[config.mk]
export PLATFORM = sky130hd
export DESIGN_NAME = instr_decode_buffer_flat
export DESIGN_NICKNAME = d
export VERILOG_FILES = /design/src/rtl/mips_pkg.sv /design/src/rtl/instr_decode_buffer_if.sv /design/src/rtl/instr_fifo.sv /design/src/rtl/instr_decode_buffer.sv /design/src/flat_wrapper.sv
export SDC_FILE = /design/constraint.sdc
export NUM_CORES = 1
export LEC_CHECK = 0
export CAP_MARGIN = 25
export CORE_ASPECT_RATIO = 0.8
export CORE_MARGIN = 4
export CORE_UTILIZATION = 30
export CTS_CLUSTER_SIZE = 14
export DETAILED_ROUTE_END_ITERATION = 8
export GPL_TIMING_DRIVEN = 0
export PLACE_DENSITY = 0.63
export REMOVE_ABC_BUFFERS = 1
export SYNTH_ARGS = -nofsm -noshare
export SYNTH_HDL_FRONTEND = slang
export SYNTH_HIERARCHICAL = 1
export SYNTH_SLANG_ARGS = --single-unit
[constraint.sdc]
create_clock -name CLK -period 18.6 [get_ports CLK]
set_input_delay 2.79 -clock CLK [delete_from_list [all_inputs] [get_ports CLK]]
set_output_delay 2.79 -clock CLK [all_outputs]
set_load 0.02 [all_outputs]
[src/rtl/mips_pkg.sv]
// Purpose: shared MIPS constants (field positions, R-type opcode, NOP word) and the fetch entry type.
// Latency: n/a (declarations only).
// Backpressure: n/a.
package mips_pkg;

  localparam int WORD_W  = 32;
  localparam int ENTRY_W = 2 * WORD_W;

  // Instruction field bit positions
  localparam int OPC_MSB = 31;
  localparam int OPC_LSB = 26;
  localparam int RS_MSB  = 25;
  localparam int RS_LSB  = 21;
  localparam int RT_MSB  = 20;
  localparam int RT_LSB  = 16;
  localparam int RD_MSB  = 15;
  localparam int RD_LSB  = 11;
  localparam int SH_MSB  = 10;
  localparam int SH_LSB  = 6;
  localparam int FN_MSB  = 5;
  localparam int FN_LSB  = 0;
  localparam int IMM_MSB = 15;
  localparam int IMM_LSB = 0;
  localparam int JA_MSB  = 25;
  localparam int JA_LSB  = 0;

  localparam logic [5:0]        OPC_RTYPE = 6'h00;
  // sll $0,$0,0 -- what decode sees when nothing is queued
  localparam logic [WORD_W-1:0] INSTR_NOP = 32'h0000_0000;

  // One queued fetch result: PC in the upper word, instruction in the lower word
  typedef struct packed {
    logic [WORD_W-1:0] pc;
    logic [WORD_W-1:0] instr;
  } fetch_entry_t;

  function automatic logic is_rtype(input logic [5:0] opc);
    return opc == OPC_RTYPE;
  endfunction

endpackage

[src/rtl/instr_decode_buffer_if.sv]
// Purpose: fetch-side and decode-side handshake bundle of the fetch-to-decode buffer, plus flush.
// Latency: n/a (wiring only).
// Backpressure: IN_READY towards fetch, OUT_READY from decode.
interface instr_decode_buffer_if;
  import mips_pkg::*;

  // Fetch side
  logic              IN_VALID;
  logic              IN_READY;
  logic [WORD_W-1:0] IN_PC;
  logic [WORD_W-1:0] IN_INSTR;
  logic              FLUSH;

  // Decode side
  logic              OUT_VALID;
  logic              OUT_READY;
  logic [WORD_W-1:0] OUT_PC;
  logic [WORD_W-1:0] PC_PLUS4;
  logic [WORD_W-1:0] OUT_INSTR;
  logic [5:0]        OPCODE;
  logic [4:0]        RS;
  logic [4:0]        RT;
  logic [4:0]        RD;
  logic [4:0]        SHAMT;
  logic [5:0]        FUNCT;
  logic [15:0]       IMM16;
  logic [25:0]       JADDR;
  logic              IS_RTYPE;

  // Buffer's view
  modport slave (
    input  IN_VALID, IN_PC, IN_INSTR, FLUSH, OUT_READY,
    output IN_READY, OUT_VALID, OUT_PC, PC_PLUS4, OUT_INSTR,
    output OPCODE, RS, RT, RD, SHAMT, FUNCT, IMM16, JADDR, IS_RTYPE
  );

  // Fetch/decode (environment) view
  modport master (
    output IN_VALID, IN_PC, IN_INSTR, FLUSH, OUT_READY,
    input  IN_READY, OUT_VALID, OUT_PC, PC_PLUS4, OUT_INSTR,
    input  OPCODE, RS, RT, RD, SHAMT, FUNCT, IMM16, JADDR, IS_RTYPE
  );

endinterface

[src/rtl/instr_fifo.sv]
// Purpose: generic DEPTH-entry circular queue with valid/ready on both sides, flush and occupancy count.
// Latency: 1 cycle push-to-visible; head is read straight from storage.
// Backpressure: in_rdy = !full from registered count only; no combinational path from out_rdy.
module instr_fifo #(
  parameter int DEPTH  = 2,
  parameter int PTR_W  = 1,
  parameter int DATA_W = 64
) (
  input  logic              clk,
  input  logic              rst,
  input  logic              flush,
  input  logic              in_vld,
  output logic              in_rdy,
  input  logic [DATA_W-1:0] in_dat,
  output logic              out_vld,
  input  logic              out_rdy,
  output logic [DATA_W-1:0] out_dat,
  output logic [PTR_W:0]    count
);

  localparam int CNT_W = PTR_W + 1;

  logic [PTR_W-1:0]  wr_ptr_q, wr_ptr_d;
  logic [PTR_W-1:0]  rd_ptr_q, rd_ptr_d;
  logic [CNT_W-1:0]  count_q, count_d;
  logic [DATA_W-1:0] mem_q [DEPTH];
  logic [DATA_W-1:0] mem_d [DEPTH];
  logic              push;
  logic              pop;

  assign in_rdy  = count_q < CNT_W'(DEPTH);
  assign out_vld = count_q != '0;
  assign out_dat = mem_q[rd_ptr_q];
  assign count   = count_q;
  assign push    = in_vld & in_rdy;
  assign pop     = out_vld & out_rdy;

  // Next pointers/count/storage; flush wins over any push or pop in the same cycle
  always_comb begin
    wr_ptr_d = wr_ptr_q;
    rd_ptr_d = rd_ptr_q;
    count_d  = count_q;
    mem_d    = mem_q;
    if (flush) begin
      wr_ptr_d = '0;
      rd_ptr_d = '0;
      count_d  = '0;
    end else begin
      if (push) begin
        mem_d[wr_ptr_q] = in_dat;
        wr_ptr_d        = wr_ptr_q + PTR_W'(1);
      end
      if (pop) begin
        rd_ptr_d = rd_ptr_q + PTR_W'(1);
      end
      case ({push, pop})
        2'b10:   count_d = count_q + CNT_W'(1);
        2'b01:   count_d = count_q - CNT_W'(1);
        default: count_d = count_q;
      endcase
    end
  end

  // Control state; reset empties the queue exactly like a flush
  always_ff @(posedge clk) begin
    if (rst) begin
      wr_ptr_q <= '0;
      rd_ptr_q <= '0;
      count_q  <= '0;
    end else begin
      wr_ptr_q <= wr_ptr_d;
      rd_ptr_q <= rd_ptr_d;
      count_q  <= count_d;
    end
  end

  // Storage is never cleared; out_vld gating makes stale contents invisible
  always_ff @(posedge clk) begin
    mem_q <= mem_d;
  end

endmodule

[src/rtl/instr_decode_buffer.sv]
// Purpose: fetch-to-decode buffer presenting the queued head split into MIPS fields, plus PC+4.
// Latency: entry pushed at edge N is presented from cycle N+1.
// Backpressure: IN_READY drops only when the queue is full; head and fields hold while OUT_READY=0.
module instr_decode_buffer
  import mips_pkg::*;
#(
  parameter int DEPTH = 2,
  parameter int PTR_W = 1
) (
  input  logic                  CLK,
  input  logic                  RST,
  instr_decode_buffer_if.slave  bus
);

  localparam int CNT_W = PTR_W + 1;

  fetch_entry_t      in_entry;
  fetch_entry_t      head_entry;
  logic              head_vld;
  logic [CNT_W-1:0]  fifo_count;
  logic [WORD_W-1:0] head_pc;
  logic [WORD_W-1:0] head_instr;

  assign in_entry = '{pc: bus.IN_PC, instr: bus.IN_INSTR};

  instr_fifo #(
    .DEPTH  (DEPTH),
    .PTR_W  (PTR_W),
    .DATA_W (ENTRY_W)
  ) u_fifo (
    .clk     (CLK),
    .rst     (RST),
    .flush   (bus.FLUSH),
    .in_vld  (bus.IN_VALID),
    .in_rdy  (bus.IN_READY),
    .in_dat  (in_entry),
    .out_vld (head_vld),
    .out_rdy (bus.OUT_READY),
    .out_dat (head_entry),
    .count   (fifo_count)
  );

  // Empty queue reads as a NOP at PC 0 so stale storage never leaks out
  assign head_pc    = head_vld ? head_entry.pc    : '0;
  assign head_instr = head_vld ? head_entry.instr : INSTR_NOP;

  assign bus.OUT_VALID = head_vld;
  assign bus.OUT_PC    = head_pc;
  assign bus.OUT_INSTR = head_instr;
  assign bus.PC_PLUS4  = head_pc + 32'd4;
  assign bus.OPCODE    = head_instr[OPC_MSB:OPC_LSB];
  assign bus.RS        = head_instr[RS_MSB:RS_LSB];
  assign bus.RT        = head_instr[RT_MSB:RT_LSB];
  assign bus.RD        = head_instr[RD_MSB:RD_LSB];
  assign bus.SHAMT     = head_instr[SH_MSB:SH_LSB];
  assign bus.FUNCT     = head_instr[FN_MSB:FN_LSB];
  assign bus.IMM16     = head_instr[IMM_MSB:IMM_LSB];
  assign bus.JADDR     = head_instr[JA_MSB:JA_LSB];
  assign bus.IS_RTYPE  = head_vld && is_rtype(head_instr[OPC_MSB:OPC_LSB]);

  // Occupancy can never exceed the queue size
  a_count_bound : assert property (@(posedge CLK) disable iff (RST)
    fifo_count <= CNT_W'(DEPTH));

  // Fetch must not change a stalled instruction unless it withdraws it or a redirect happens
  a_in_hold : assert property (@(posedge CLK) disable iff (RST)
    (bus.IN_VALID && !bus.IN_READY && !bus.FLUSH) |=>
      (!bus.IN_VALID || ($stable(bus.IN_PC) && $stable(bus.IN_INSTR))));

endmodule

[src/flat_wrapper.sv]
// flat-port wrapper written by rule: the top's interface ports become plain ports
module instr_decode_buffer_flat import mips_pkg::*;
#(
  parameter int DEPTH = 2,
  parameter int PTR_W = 1
)
  (CLK, RST, bus_IN_VALID, bus_IN_PC, bus_IN_INSTR, bus_FLUSH, bus_OUT_READY, bus_IN_READY, bus_OUT_VALID, bus_OUT_PC, bus_PC_PLUS4, bus_OUT_INSTR, bus_OPCODE, bus_RS, bus_RT, bus_RD, bus_SHAMT, bus_FUNCT, bus_IMM16, bus_JADDR, bus_IS_RTYPE);
  instr_decode_buffer_if bus_i ();
  input  logic CLK;
  input  logic RST;
  input wire logic [$bits(bus_i.IN_VALID)-1:0] bus_IN_VALID;
  input wire logic [$bits(bus_i.IN_PC)-1:0] bus_IN_PC;
  input wire logic [$bits(bus_i.IN_INSTR)-1:0] bus_IN_INSTR;
  input wire logic [$bits(bus_i.FLUSH)-1:0] bus_FLUSH;
  input wire logic [$bits(bus_i.OUT_READY)-1:0] bus_OUT_READY;
  output wire logic [$bits(bus_i.IN_READY)-1:0] bus_IN_READY;
  output wire logic [$bits(bus_i.OUT_VALID)-1:0] bus_OUT_VALID;
  output wire logic [$bits(bus_i.OUT_PC)-1:0] bus_OUT_PC;
  output wire logic [$bits(bus_i.PC_PLUS4)-1:0] bus_PC_PLUS4;
  output wire logic [$bits(bus_i.OUT_INSTR)-1:0] bus_OUT_INSTR;
  output wire logic [$bits(bus_i.OPCODE)-1:0] bus_OPCODE;
  output wire logic [$bits(bus_i.RS)-1:0] bus_RS;
  output wire logic [$bits(bus_i.RT)-1:0] bus_RT;
  output wire logic [$bits(bus_i.RD)-1:0] bus_RD;
  output wire logic [$bits(bus_i.SHAMT)-1:0] bus_SHAMT;
  output wire logic [$bits(bus_i.FUNCT)-1:0] bus_FUNCT;
  output wire logic [$bits(bus_i.IMM16)-1:0] bus_IMM16;
  output wire logic [$bits(bus_i.JADDR)-1:0] bus_JADDR;
  output wire logic [$bits(bus_i.IS_RTYPE)-1:0] bus_IS_RTYPE;
  assign bus_i.IN_VALID = bus_IN_VALID;
  assign bus_i.IN_PC = bus_IN_PC;
  assign bus_i.IN_INSTR = bus_IN_INSTR;
  assign bus_i.FLUSH = bus_FLUSH;
  assign bus_i.OUT_READY = bus_OUT_READY;
  assign bus_IN_READY = bus_i.IN_READY;
  assign bus_OUT_VALID = bus_i.OUT_VALID;
  assign bus_OUT_PC = bus_i.OUT_PC;
  assign bus_PC_PLUS4 = bus_i.PC_PLUS4;
  assign bus_OUT_INSTR = bus_i.OUT_INSTR;
  assign bus_OPCODE = bus_i.OPCODE;
  assign bus_RS = bus_i.RS;
  assign bus_RT = bus_i.RT;
  assign bus_RD = bus_i.RD;
  assign bus_SHAMT = bus_i.SHAMT;
  assign bus_FUNCT = bus_i.FUNCT;
  assign bus_IMM16 = bus_i.IMM16;
  assign bus_JADDR = bus_i.JADDR;
  assign bus_IS_RTYPE = bus_i.IS_RTYPE;
  instr_decode_buffer #(.DEPTH(DEPTH), .PTR_W(PTR_W)) u_core (.CLK(CLK), .RST(RST), .bus(bus_i));
endmodule
== Yosys cells after proc, flatten, opt, wreduce, memory -nomap -nowiden ==
Cells that the tools add are included.
Storage, ports and cells
  bits in registers: 132
  bits in latches: 0
  memory bits (writable): 0
  bits in read-only memories: 0
  bits of input ports: 69
  memories kept: 0
Operators by class
  add/subtract/negate cells: 5
  multiply operators: 0
  divide/modulo/power cells: 0
  $lt $le $gt $ge: 4
  equal/unequal tests: 2
  shift operators: 0
  muxes and demuxes: 9
  bitwise logic cells: 5
  reduce and logical (&&, ||, !) cells: 7
Operators with widths (number)
  2-to-1 mux 64 bit: 4
  bitwise mux 128 bit: 1
  demux 64 bit (select 1 bit): 1
  2-to-1 mux 32 bit: 2
  adder 32 x 3 -> 32 bit (second input constant): 1
  zero test 6 bit: 1
  greater-or-equal comparator 2 bit (second input constant): 2
  inverter 1 -> 2 bit: 2
  one-hot mux 2 bit (2 select lines): 1
  nonzero test 2 bit: 2
  adder 1 bit (second input constant): 2
  adder 2 x 1 -> 2 bit (second input constant): 1
  AND 1 bit: 2
  == test 2 x 1 -> 1 bit (second input constant): 1
  == test 2 bit (second input constant): 1
  logical AND 1 bit: 2
  less-than comparator 2 x 1 -> 1 bit (second input constant): 1
  less-than comparator 2 bit (second input constant): 1
  AND reduction 2 bit: 1
  OR reduction 2 bit: 1
  subtractor 2 x 1 -> 2 bit (second input constant): 1
  inverter 1 bit: 1

== Logic depth before layout (Yosys ltp) ==
Gate-level depths: netlist of the first run.
  depth in word-level cells: 7
  depth in mapped cells: 11
  mapped depth without buffers: 7

== Hierarchy ==
The synthesis of the first run kept the hierarchy.
Modules (own cells, without submodules)
  instr_fifo: instances 1, cells each 220, area each 4797.1 um2, sequential area each 3923.8 um2
  instr_decode_buffer: instances 1, cells each 253, area each 1700.4 um2, sequential area each 0.0 um2

== Worst setup path before layout of the first run ==
Ideal clock, no wire load.
  kind: input -> register
  start: input port bus_IN_VALID
  end: register u_core/u_fifo/mem_q[0] (netlist name) (enable)
  arrival time: 7.602 ns
  data required time: 18.021 ns
  slack: 10.419 ns
  cell stages on the path: 2
  path buffers: 0
  path through: nand2b_1 -> nor3b_1
On the way
  cells in the longest elaborated chain, start to end: 2
Ends and longest elaborated chain
  start, declared: line flat_wrapper.sv:11  | input wire logic [$bits(bus_i.IN_VALID)-1:0] bus_IN_VALID;
  AND 1 bit: line instr_fifo.sv:35  | assign push = in_vld & in_rdy;
  AND reduction 2 bit (no source line)
  end signal, assigned: line instr_fifo.sv:79  | mem_q <= mem_d;
  end, declared: line instr_fifo.sv:26  | logic [DATA_W-1:0] mem_q [DEPTH];
No other way between the ends.
A chain may end at the register's enable or synchronous reset.

==> results of run 1 <==
## path summary, 6_finish.rpt
path	start	end	slack, ns	cells after the start
setup reg to reg	u_core/u_fifo/count[1]	u_core/u_fifo/mem_q[50]	16.49	5
hold / removal	u_core/u_fifo/count[0]	u_core/u_fifo/count[0]	0.59	2
hold reg to reg	u_core/u_fifo/count[0]	u_core/u_fifo/count[0]	0.59	2
setup / recovery	u_core/u_fifo/rd_ptr_q	bus_PC_PLUS4[28]	11.60	8
## through the flow
stage,area (sq um),total power [W]
floorplan,5842,0.0004044
global placement,8591,0.0004714
detailed placement,8760,0.0004740
CTS,9309,0.0007923
global route,9309,0.0008126
finish,9309,0.0007789
## registers in the layout (all words and copies together) (netlist names)
| signal | flops |
|---|---|
| u_core/u_fifo/mem_q | 128 |
| u_core/u_fifo/count | 2 |
| u_core/u_fifo/rd_ptr_q | 1 |
| u_core/u_fifo/wr_ptr_q | 1 |
## layer usage
metal / vias to the layer above / wire (um) / track usage, %
li1: 1987 / - / -
met1: 1968 / 6645 / 15.36
met2: 177 / 7328 / 21.16
met3: 14 / 1112 / 4.745
met4: 0 / 179 / 4.536
met5: - / 0 / 0
## critical path, cell delays in order (launching register included)
cell	delay [ns]
dfxtp_4	0.96
mux2_2	0.34
and2_1	0.17
ha_1	0.19
nand3_1	0.16
or4_1	0.77
nor4_2	0.36
xor2_1	0.17
clkdlybuf4s50_1	0.62
## power by group through the flow
stage,Sequential [W],Clock [W],Combinational (W)
after floorplan,0.000347,0,0.0000574
after global placement,0.000348,0,0.000123
after detailed placement,0.000347,0,0.000127
after CTS,0.000340,0.000324,0.000128
after global routing,0.000341,0.000337,0.000134
final,0.000340,0.000312,0.000126
## synthesized netlist by cell type
cell type | instances | share of area (%)
edfxtp_1 | 128 | 59
buf_4 | 76 | 8.8
and2_1 | 64 | 6.2
mux2_2 | 64 | 11
xor2_1 | 21 | 2.8
nand3_1 | 13 | 1.0
xnor2_1 | 11 | 1.5
nand2_1 | 10 | 0.58
clkbuf_1 | 9 | 0.52
nor2_1 | 9 | 0.52
buf_2 | 8 | 0.62
nand4_1 | 8 | 0.77
nor3_1 | 8 | 0.62
and3_1 | 6 | 0.58
inv_1 | 6 | 0.35
dfxtp_1 | 4 | 1.2
nor4_1 | 4 | 0.39
and4_1 | 3 | 0.40
nor3_2 | 3 | 0.46
nor4_2 | 3 | 0.58
ha_1 | 2 | 0.39
or4_1 | 2 | 0.23
a211oi_1 | 1 | 0.12
buf_6 | 1 | 0.17
nand2_2 | 1 | 0.096
nand2b_1 | 1 | 0.096
nand4_2 | 1 | 0.19
nor3b_1 | 1 | 0.12
o21a_1 | 1 | 0.12
o21ai_0 | 1 | 0.077
or2_1 | 1 | 0.096
or2_2 | 1 | 0.096
or3_1 | 1 | 0.096
## cell type report
class	count	area (sq um)
inverter	6	22.52
sequential	132	3928
clock inverter	11	112.6
multi-input combinational	241	1906
timing repair buffer	254	2567
fill	1913	11690
clock buffer	20	436.7
tap	269	336.6
## cell usage in the layout (no fill, tap or decap), types with 2 or more instances in the layout
cell             instances
clkdlybuf4s50_1        241
edfxtp_1               128
and2_1                  64
mux2_2                  64
xor2_1                  21
clkbuf_16               17
nand3_1                 13
buf_6                   12
xnor2_1                 11
nand2_1                 10
nor2_1                   9
nand4_1                  8
nor3_1                   7
inv_1                    6
and3_1                   6
clkinv_2                 5
nor4_1                   4
nor3_2                   4
clkbuf_1                 3
and4_1                   3
nor4_2                   3
dfxtp_1                  3
clkinvlp_4               2
bufinv_16                2
or4_1                    2
ha_1                     2
## kinds of logic (layout without fill, tap and decap cells)
group                      Yosys count  count (layout)
adders and majority gates            2               2
AOI/OAI and AO/OA                    3               3
DFF                                132             132
xor gates and xnor gates            32              32
buffers and inverters              100             291
muxes                               64              64
and+or+nand+nor                    140             140
==> impl_metrics.py, run 1 <==
metrics = {
    "pwr": {
        "swShare_pct": 23.63,
        "power.density_nw_per_um2": 83.67,
        "switchingPower_w": 0.0001840,
        "comb_power_share_pct": 16.2,
        "peakVddDrop_uv": 50.23,
        "leakage_nw": 3.207,
        "power_frac_seq_pct": 43.7,
        "internal_power_w": 0.0005948,
        "clkPwrFrac_pct": 40.1,
    },
    "floorplanning": {
        "io_pins": 242,
        "core.rowCount": 47,
        "dieArea_sq_um": 24090,
        "die_y_um": 139.6,
        "core_sq_um": 20990,
        "die-width_um": 172.5,
        "start_util_pct": 30.95,
    },
    "timing": {
        "hold_slack_ns": 0.5894,
        "setup_violations": 0,
        "rsz0062_at_grt": "false",
        "hold_viol": 0,
        "max_freq_mhz": 142.8,
        "finalClockSkew_ns": 0.01154,
        "drv_slew": 0,
        "slew_headroom_pct": 37.31,
        "timing.final.crit_share_pct": 37.65,
        "timing.final.crit_period_ns": 7.003,
        "final.setup.worst_slack_ns": 11.60,
        "tightest_slew_ns": 0.9403,
        "finalSetupTns_ns": 0,
    },
    "synth": {
        "ys_ff_latch": 132,
        "syn_avg_cell_area_sq_um": 13.74,
        "yosysSeqAreaShare_pct": 60.39,
        "yosys.cell_types.count": 33,
        "syn-cell-area_sq_um": 6497,
        "synth_top_family_by_area": "simple AND/OR/NAND/NOR gates",
        "synth_warnings": 6,
        "syn_inst": 473,
        "synth-compound-area-share_pct": 0.3081,
        "muxShareOfSynthArea_pct": 11.09,
        "synth-simple-area-share_pct": 13.08,
        "synthAdderAreaFrac_pct": 0.3851,
        "synth-xor-area-share_pct": 4.313,
    },
    "detailed_routing": {
        "avgViaCountPerCell": 4.444,
        "drc": 0,
        "drt_iter0_markers": 154,
        "dr.pass1.iters": 4,
        "ant_nets": 0,
        "vias": 4146,
        "routed_wl_mm": 15.27,
        "wire_per_inst_um": 16.36,
    },
    "setup_path": {
        "critPathKind": "register to output pin",
        "critical_path.max_fanout": 65,
        "worstPathArrival_ns": 4.21,
        "crit_path_end_kind": "output pin",
        "cp-start-kind": "register",
        "cp_data_required_time_ns": 15.81,
    },
    "clock_tree": {
        "cts_buffers": 17,
        "cts_tree": "done",
        "path_clk_slew_ns": 0.06,
        "postCtsSetupBuffers": 0,
        "h-tree-depth": 4,
        "clk-insertion-delay-late_ns": 0.41,
        "clkSinkCount": 132,
        "ctsResizeCount": 0,
        "cts_root_buf": "clkbuf_16",
        "cts_hold_buffers": 0,
        "cts_buffer_depth": 2,
    },
    "status": {
        "outcome": "complete, no violations",
    },
    "worst_hold_path": {
        "min_path_type": "register to register",
    },
    "placed_design": {
        "dpl.cell_count": 902,
        "io_buffers": 241,
        "hpwl_mm": 11.39,
        "post-place-ws_ns": 11.99,
        "routabilityCongestion": 0.7662,
    },
    "global_routing": {
        "grt_pass1_vias": 4611,
        "grtUsageTotal_pct": 12.75,
        "grt_max_degree": 66,
        "overflow": 0,
        "grt_pass1_wl_mm": 24.51,
        "antenna_found_initial": 0,
    },
    "cells_and_area": {
        "area_growth_pct": 43.27,
        "fin_nets": 723,
        "drive_above_1_share_pct": 17.47,
        "fin_cells": 933,
        "antenna_cells": 0,
        "final_core_util_pct": 44.34,
    },
    "job": {
        "max-cap-violations": 0,
    },
}
(Power assumes the default switching activity.)
==> run 2, diff against run 1 <==
==> constraint.sdc (replaced) <==
create_clock -name CLK -period 6.6 [get_ports CLK]
set_input_delay 0.99 -clock CLK [delete_from_list [all_inputs] [get_ports CLK]]
set_output_delay 0.99 -clock CLK [all_outputs]
set_load 0.02 [all_outputs]
==> results of run 2 <==
Same layout as run 1 (identical final DEF). Status: complete, no violations.
Among the figures that moved: setup slack after placement 11.99 ns -> 1.789 ns; setup slack after layout 11.60 ns -> 1.397 ns; register-to-register setup slack 16.49 ns -> 4.49 ns; total power 0.0007789 W -> 0.002195 W; worst IR drop on VDD 50.23 uV -> 141.5 uV
==> run 3, diff against run 2 <==
--- a/config.mk
+++ b/config.mk
@@ -12,7 +12,7 @@
 export CTS_CLUSTER_SIZE = 14
 export DETAILED_ROUTE_END_ITERATION = 8
 export GPL_TIMING_DRIVEN = 0
-export PLACE_DENSITY = 0.63
+export PLACE_DENSITY = 0.65
 export REMOVE_ABC_BUFFERS = 1
 export SYNTH_ARGS = -nofsm -noshare
 export SYNTH_HDL_FRONTEND = slang
==> constraint.sdc (replaced) <==
create_clock -name CLK -period 4.3 [get_ports CLK]
set_input_delay 0.645 -clock CLK [delete_from_list [all_inputs] [get_ports CLK]]
set_output_delay 0.645 -clock CLK [all_outputs]
set_load 0.02 [all_outputs]
==> impl_metrics.py, run 3 (synthesis results as in run 1) <==
metrics = {
    "status": {
        "outcome": "complete, no violations",
    },
    "global_routing": {
        "antenna_found_initial": 1,
        "overflow": 0,
        "grt_pass1_vias": 4541,
        "grt_max_degree": 44,
        "grtUsageTotal_pct": 12.71,
        "grt_pass1_wl_mm": 24.48,
    },
    "cells_and_area": {
        "largest_register_ffs": 128,
        "final_common_cell": "clkdlybuf4s50_1",
        "fill_cells": 1898,
        "final_cell_mix": "241 x clkdlybuf4s50_1, 128 x edfxtp_1, 64 x and2_1, 64 x mux2_2, 21 x xor2_1",
        "area_growth_pct": 46.08,
        "fin_nets": 731,
        "antenna_cells": 0,
        "regMostFlops": "u_core/u_fifo/mem_q",
        "drive_above_1_share_pct": 19.32,
    },
    "worst_hold_path": {
        "min_path_type": "register to register",
    },
    "timing": {
        "tightest_slew_ns": 0.8900,
        "hold_slack_ns": 0.5649,
        "slew_headroom_pct": 40.41,
        "rsz0062_at_grt": "false",
        "max_freq_mhz": 246.0,
        "hold_viol": 0,
        "finalClockSkew_ns": 0.01314,
        "setup_violations": 0,
        "timing.final.crit_share_pct": 94.53,
        "timing.final.crit_period_ns": 4.065,
        "drv_slew": 0,
    },
    "job": {
        "max-cap-violations": 0,
    },
    "setup_path": {
        "crit_slowest_cell": "or4_4",
        "r2r_cells": 5,
        "crit_chain": "or2_4 > and2_1 > ha_1 > nand3_1 > or4_4 > nor4_2 > xor2_1 > clkdlybuf4s50_1",
        "worst_path_largest_cell_delay_ns": 0.64,
        "worstPathArrival_ns": 3.42,
        "r2r_start": "u_core/u_fifo/count[1]",
        "critical_path.max_fanout": 11,
        "timing.rr.end": "u_core/u_fifo/mem_q[41]",
        "cp-start-kind": "register",
        "critPathKind": "register to output pin",
        "ff2ff_setup_slack_ns": 2.03,
        "crit_path_end_kind": "output pin",
        "crit_start": "u_core/u_fifo/count[1]",
        "worstSetupEndpoint": "bus_PC_PLUS4[30]",
        "cp_data_required_time_ns": 3.65,
    },
    "clock_tree": {
        "cts_buffers": 17,
        "clkSinkCount": 132,
        "h-tree-depth": 4,
        "cts_root_buf": "clkbuf_16",
        "clk-insertion-delay-late_ns": 0.41,
        "path_clk_slew_ns": 0.06,
        "cts_tree": "done",
        "cts_buffer_depth": 2,
    },
    "detailed_routing": {
        "dr.pass1.iters": 5,
        "wire_per_inst_um": 16.78,
        "avgViaCountPerCell": 4.470,
        "ant_nets": 0,
        "drc": 0,
        "drt_iter0_markers": 181,
        "routed_wl_mm": 15.81,
        "vias": 4211,
    },
    "pwr": {
        "power.total_w": 0.003558,
        "peakVddDrop_uv": 209.0,
        "power.density_nw_per_um2": 374.9,
        "leakage_nw": 3.291,
    },
    "floorplanning": {
        "core.rowCount": 47,
        "start_util_pct": 30.95,
        "dieArea_sq_um": 24090,
        "io_pins": 242,
        "core_sq_um": 20990,
        "die_y_um": 139.6,
        "die-width_um": 172.5,
    },
    "placed_design": {
        "hpwl_mm": 11.39,
        "routabilityCongestion": 0.8093,
        "io_buffers": 241,
    },
}
-- run 3: final cells by class --
cell class	instances	area, sq um	share of cell area [%]
multi-input cells	242	1924	20.27
flip-flops and latches	132	3930	41.41
clock inverters	11	178.9	1.885
repair buffers	261	2649	27.91
inverters	6	22.52	0.2373
well taps	269	336.6	3.546
clock buffers	21	450.4	4.746
-- run 3: layer usage --
| layer | vias up | share of wire, % | track usage, % |
|---|---|---|---|
| li1 | 1998 | - | - |
| met1 | 2022 | 43 | 15.78 |
| met2 | 175 | 48 | 20.72 |
| met3 | 14 | 7.5 | 4.908 |
| met4 | 2 | 0.97 | 3.780 |
| met5 | - | 0.082 | 0 |
-- run 3: through the flow --
stage	TNS, ns	instance area (sq um)	utilization, %	cells	setup slack (ns)
6_report	0	9492	45.21	942	0.2351
5_1_grt	0	9492	45.21	942	0.08512
4_1_cts	0	9445	44.99	936	0.004214
3_5_place_dp	-0.7840	8756	41.71	902	-0.1740
3_3_place_gp	-697.05	8591	40.92	889	-5.205
2_1_floorplan	-202.29	5842	-	379	-1.736
-- run 3: where the power goes --
| part | internal (W) | switching [W] |
|---|---|---|
| clock | 0.000992 | 0.000538 |
| combinational | 0.000280 | 0.000281 |
| sequential | 0.00146 | 0.0000104 |
| total | 0.00273 | 0.000830 |
-- run 3: worst min-delay path by stage --
stage | cells past startpoint | end | from | slack, ns
detailed placement | 2 | u_core/u_fifo/count[1] | u_core/u_fifo/count[1] | 0.56
global placement | 2 | u_core/u_fifo/count[1] | u_core/u_fifo/count[1] | 0.52
floorplan | 2 | u_core/u_fifo/count[1] | u_core/u_fifo/count[1] | 0.49
CTS | 2 | u_core/u_fifo/count[1] | u_core/u_fifo/count[1] | 0.57
finish | 2 | u_core/u_fifo/count[1] | u_core/u_fifo/count[1] | 0.56
global route | 2 | u_core/u_fifo/count[1] | u_core/u_fifo/count[1] | 0.59
-- run 3: repair_timing --
item                       in CTS  in global routing
setup endpoints to repair      16                  7
hold buffers                    0                  0
hold endpoints to repair        0                  0
gates cloned                    0                  1
pin swaps                       1                  1
resized for setup               3                  2
buffers inserted                2                  5
-- run 3: worst max-delay path: cells and delay by family (launching register included) --
kind | cells | cell delay (ns)
xor gates and xnor gates | 1 | 0.19
buffers and inverters | 1 | 0.63
DFF | 1 | 0.40
adders and majority gates | 1 | 0.20
and+or+nand+nor | 5 | 1.58
==> patch, RTL diff (flow settings as in run 1) <==
`DEPTH` is set to 2 in 3 places; all go to 1.
--- a/src/rtl/instr_fifo.sv
+++ b/src/rtl/instr_fifo.sv
@@ -2,7 +2,7 @@
 // Latency: 1 cycle push-to-visible; head is read straight from storage.
 // Backpressure: in_rdy = !full from registered count only; no combinational path from out_rdy.
 module instr_fifo #(
-  parameter int DEPTH  = 2,
+  parameter int DEPTH  = 1,
   parameter int PTR_W  = 1,
   parameter int DATA_W = 64
 ) (
--- a/src/rtl/instr_decode_buffer.sv
+++ b/src/rtl/instr_decode_buffer.sv
@@ -4,7 +4,7 @@
 module instr_decode_buffer
   import mips_pkg::*;
 #(
-  parameter int DEPTH = 2,
+  parameter int DEPTH = 1,
   parameter int PTR_W = 1
 ) (
   input  logic                  CLK,
--- a/src/flat_wrapper.sv
+++ b/src/flat_wrapper.sv
@@ -1,7 +1,7 @@
 // flat-port wrapper written by rule: the top's interface ports become plain ports
 module instr_decode_buffer_flat import mips_pkg::*;
 #(
-  parameter int DEPTH = 2,
+  parameter int DEPTH = 1,
   parameter int PTR_W = 1
 )
   (CLK, RST, bus_IN_VALID, bus_IN_PC, bus_IN_INSTR, bus_FLUSH, bus_OUT_READY, bus_IN_READY, bus_OUT_VALID, bus_OUT_PC, bus_PC_PLUS4, bus_OUT_INSTR, bus_OPCODE, bus_RS, bus_RT, bus_RD, bus_SHAMT, bus_FUNCT, bus_IMM16, bus_JADDR, bus_IS_RTYPE);
Function: changed (a bounded check fails within 4 cycles, from zero or initial values).
==> patch against run 1 <==
Synthesized cell count down 28%; synthesized area down 41%; design area down 34%; worst setup slack better by 130 ps; wire length down 28%; sequential cell count down 65; final cell count down 26%; power down 31%; critical endpoint is now bus_PC_PLUS4[30]; largest power group is now combinational cells.
==> patch: results (changes against run 1) <==
- Fraction of the yosys area taken by sequential cells: 0.519 (-0.0852)
* Top cells by count, synth: buf_4, and2_1, edfxtp_1, xor2_1, nand3_1
- By area the synthesized netlist is led by edfxtp_1, buf_4, and2_1.
- The worst reg2reg path depth is 6 (+1).
* First-iteration detailed-routing DRC count: 181 (+18%)
- The highest fanout seen on the critical path came to 52 (-20%).
* Number of distinct library cell variants in the gate-level netlist after synthesis: 31 (-6.1%)
* Standby leakage power: 2.24 nW (-30%)
- Final Instance Count excl. Fillers: 686 (-26%)
* Clock latency on the worst-skew pair: 340 ps (-70 ps)
* CTS H-tree lvls: 3 (-1)
- Via count of the first global-routing pass: 3,228 (-30%)
- The final weighted congestion in routability-driven placement was 0.795 (+3.8%).
- The share of final-layout standard cells stronger than drive strength 1 is 0.0602 (-0.115).
- Headroom to the max-slew limit: 0.528 (+0.155)
* Power spent charging and discharging nets: 0.000166 W (-9.7%)
* Launch instance of the worst min-delay path: u_core/u_fifo/count[0]$_SDFFE_PP0P_
* CTS Root Buffer Type: clkbuf_16
- The global-route wire length before repair is 16,800 um (-31%).
* Arrival time reported for the critical path endpoint: 4090 ps (-120 ps)
- Cell count after placement: 670 (-26%)
- Sum of net half-perimeters after detailed placement: 8870 um (-22%)
* Average cell area after synthesis: 11.3 um2 (-18%)
* Nets: 583 (-19%)
* Tot GR Track Use: 0.150 (+0.0228)
- Power Combinational: 0.000194 W (+54%)
* Number of buffers on the longest clock path: 2 (unchanged)
* Remaining antenna violation count after routing: 0 (unchanged)
- The flow ran to the end, and the final reports show no timing, DRC or antenna violations.
- The final-layout fill cell count was 1,147 (-40%).
- The flop-to-flop setup slack was 16,470 ps (-20 ps).
- The maximum number of pins on one net before global-route repair came to 53 (-20%).
* Critical R2R Capture: u_core/u_fifo/mem_q[19]$_DFFE_PP_
* Routed wire per std cell: 16.0 um (-2.4%)
- The number of synthesized flops with an enable pin was 64 (-50%).
- The worst hold margin came to 534 ps (-55.0 ps).
- Number of buffers created by CTS: 9 (-8)
- The detailed-routing iteration count for the pre-antenna-repair pass is 4 (unchanged).
- Largest vdd supply drop: 60.0 uV (+19%)
- Fin Clk Skew: 4.27 ps (-7.26 ps)
- P_clk: 0.000163 W (-48%)
- Vias after detailed routing: 2,950 (-29%)
- The worst register-to-register path begins at u_core/u_fifo/count[0]$_SDFFE_PP0P_.
- Flip-flop count of the largest register after layout: 64 (-50%)
## patch: cell types whose count changed after synthesis, moves of 3 or more
cell      before  now
mux2_2        64    0
inv_1          6    9
nor3_1         8    5
buf_2          8    1
edfxtp_1     128   64
## patch: area by class of cell
class / instances / area, um2 / area share
Clock buffer: 9 / 225 / 0.0364
Clock inverter: 7 / 58.8 / 0.00950
Inverter: 9 / 33.8 / 0.00546
Multi-Input combinational cell: 176 / 1190 / 0.192
Sequential cell: 67 / 1980 / 0.320
Tap cell: 171 / 214 / 0.0346
Timing Repair Buffer: 247 / 2480 / 0.402
## patch: per-layer routing
| metal | vias to the layer above | track usage | part of all wire |
|---|---|---|---|
| li1 | 1421 | - | - |
| met1 | 1366 | 0.173 | 0.40 |
| met2 | 151 | 0.254 | 0.50 |
| met3 | 12 | 0.0623 | 0.089 |
| met4 | 0 | 0.0523 | 0.014 |
| met5 | - | 0 | 0 |
## patch: cell families (layout without fill, tap and decap cells)
family / after synthesis / count (layout) / synth area share
adder cells (fa/ha/maj): 4 / 4 / 0.0131
AO/OA/AOI/OAI: 3 / 3 / 0.00720
AND/OR/NAND/NOR: 139 / 139 / 0.221
buffers and inverters: 96 / 272 / 0.171
XOR/XNOR: 30 / 30 / 0.0688
flip-flops: 67 / 67 / 0.519
## patch: worst max-delay path by stage
stage                                              to  slack, ps                                start  cells past startpoint
floorplan            u_core/u_fifo/mem_q[0]$_DFFE_PP_      10820                         bus_IN_VALID                      2
global placement    u_core/u_fifo/mem_q[19]$_DFFE_PP_       8140                         bus_IN_VALID                      3
detailed placement                   bus_PC_PLUS4[30]      12030  u_core/u_fifo/count[0]$_SDFFE_PP0P_                     11
CTS                                  bus_PC_PLUS4[30]      11630  u_core/u_fifo/count[0]$_SDFFE_PP0P_                     11
global route                         bus_PC_PLUS4[28]      11450  u_core/u_fifo/count[0]$_SDFFE_PP0P_                     11
finish                               bus_PC_PLUS4[30]      11720  u_core/u_fifo/count[0]$_SDFFE_PP0P_                     11
## patch: stage by stage
stage / instance area (um2) / utilization / total power, W / worst slack (ps)
after global placement: 5830 / 0.472 / 0.000378 / 8140
after CTS: 6190 / 0.501 / 0.000547 / 11630
final: 6190 / 0.501 / 0.000538 / 11720
after global routing: 6190 / 0.501 / 0.000563 / 11450
after detailed placement: 5900 / 0.478 / 0.000381 / 12030
after floorplan: 3200 / - / 0.000274 / 10820
## patch: worst max-delay path, stage by stage, from the launching register on
cell	delay, ps
dfxtp_1	340
inv_1	70
ha_1	220
inv_2	340
buf_12	260
and2_1	210
ha_1	210
nand3_1	150
or4_1	740
nor4_2	390
xor2_1	170
clkdlybuf4s50_1	620
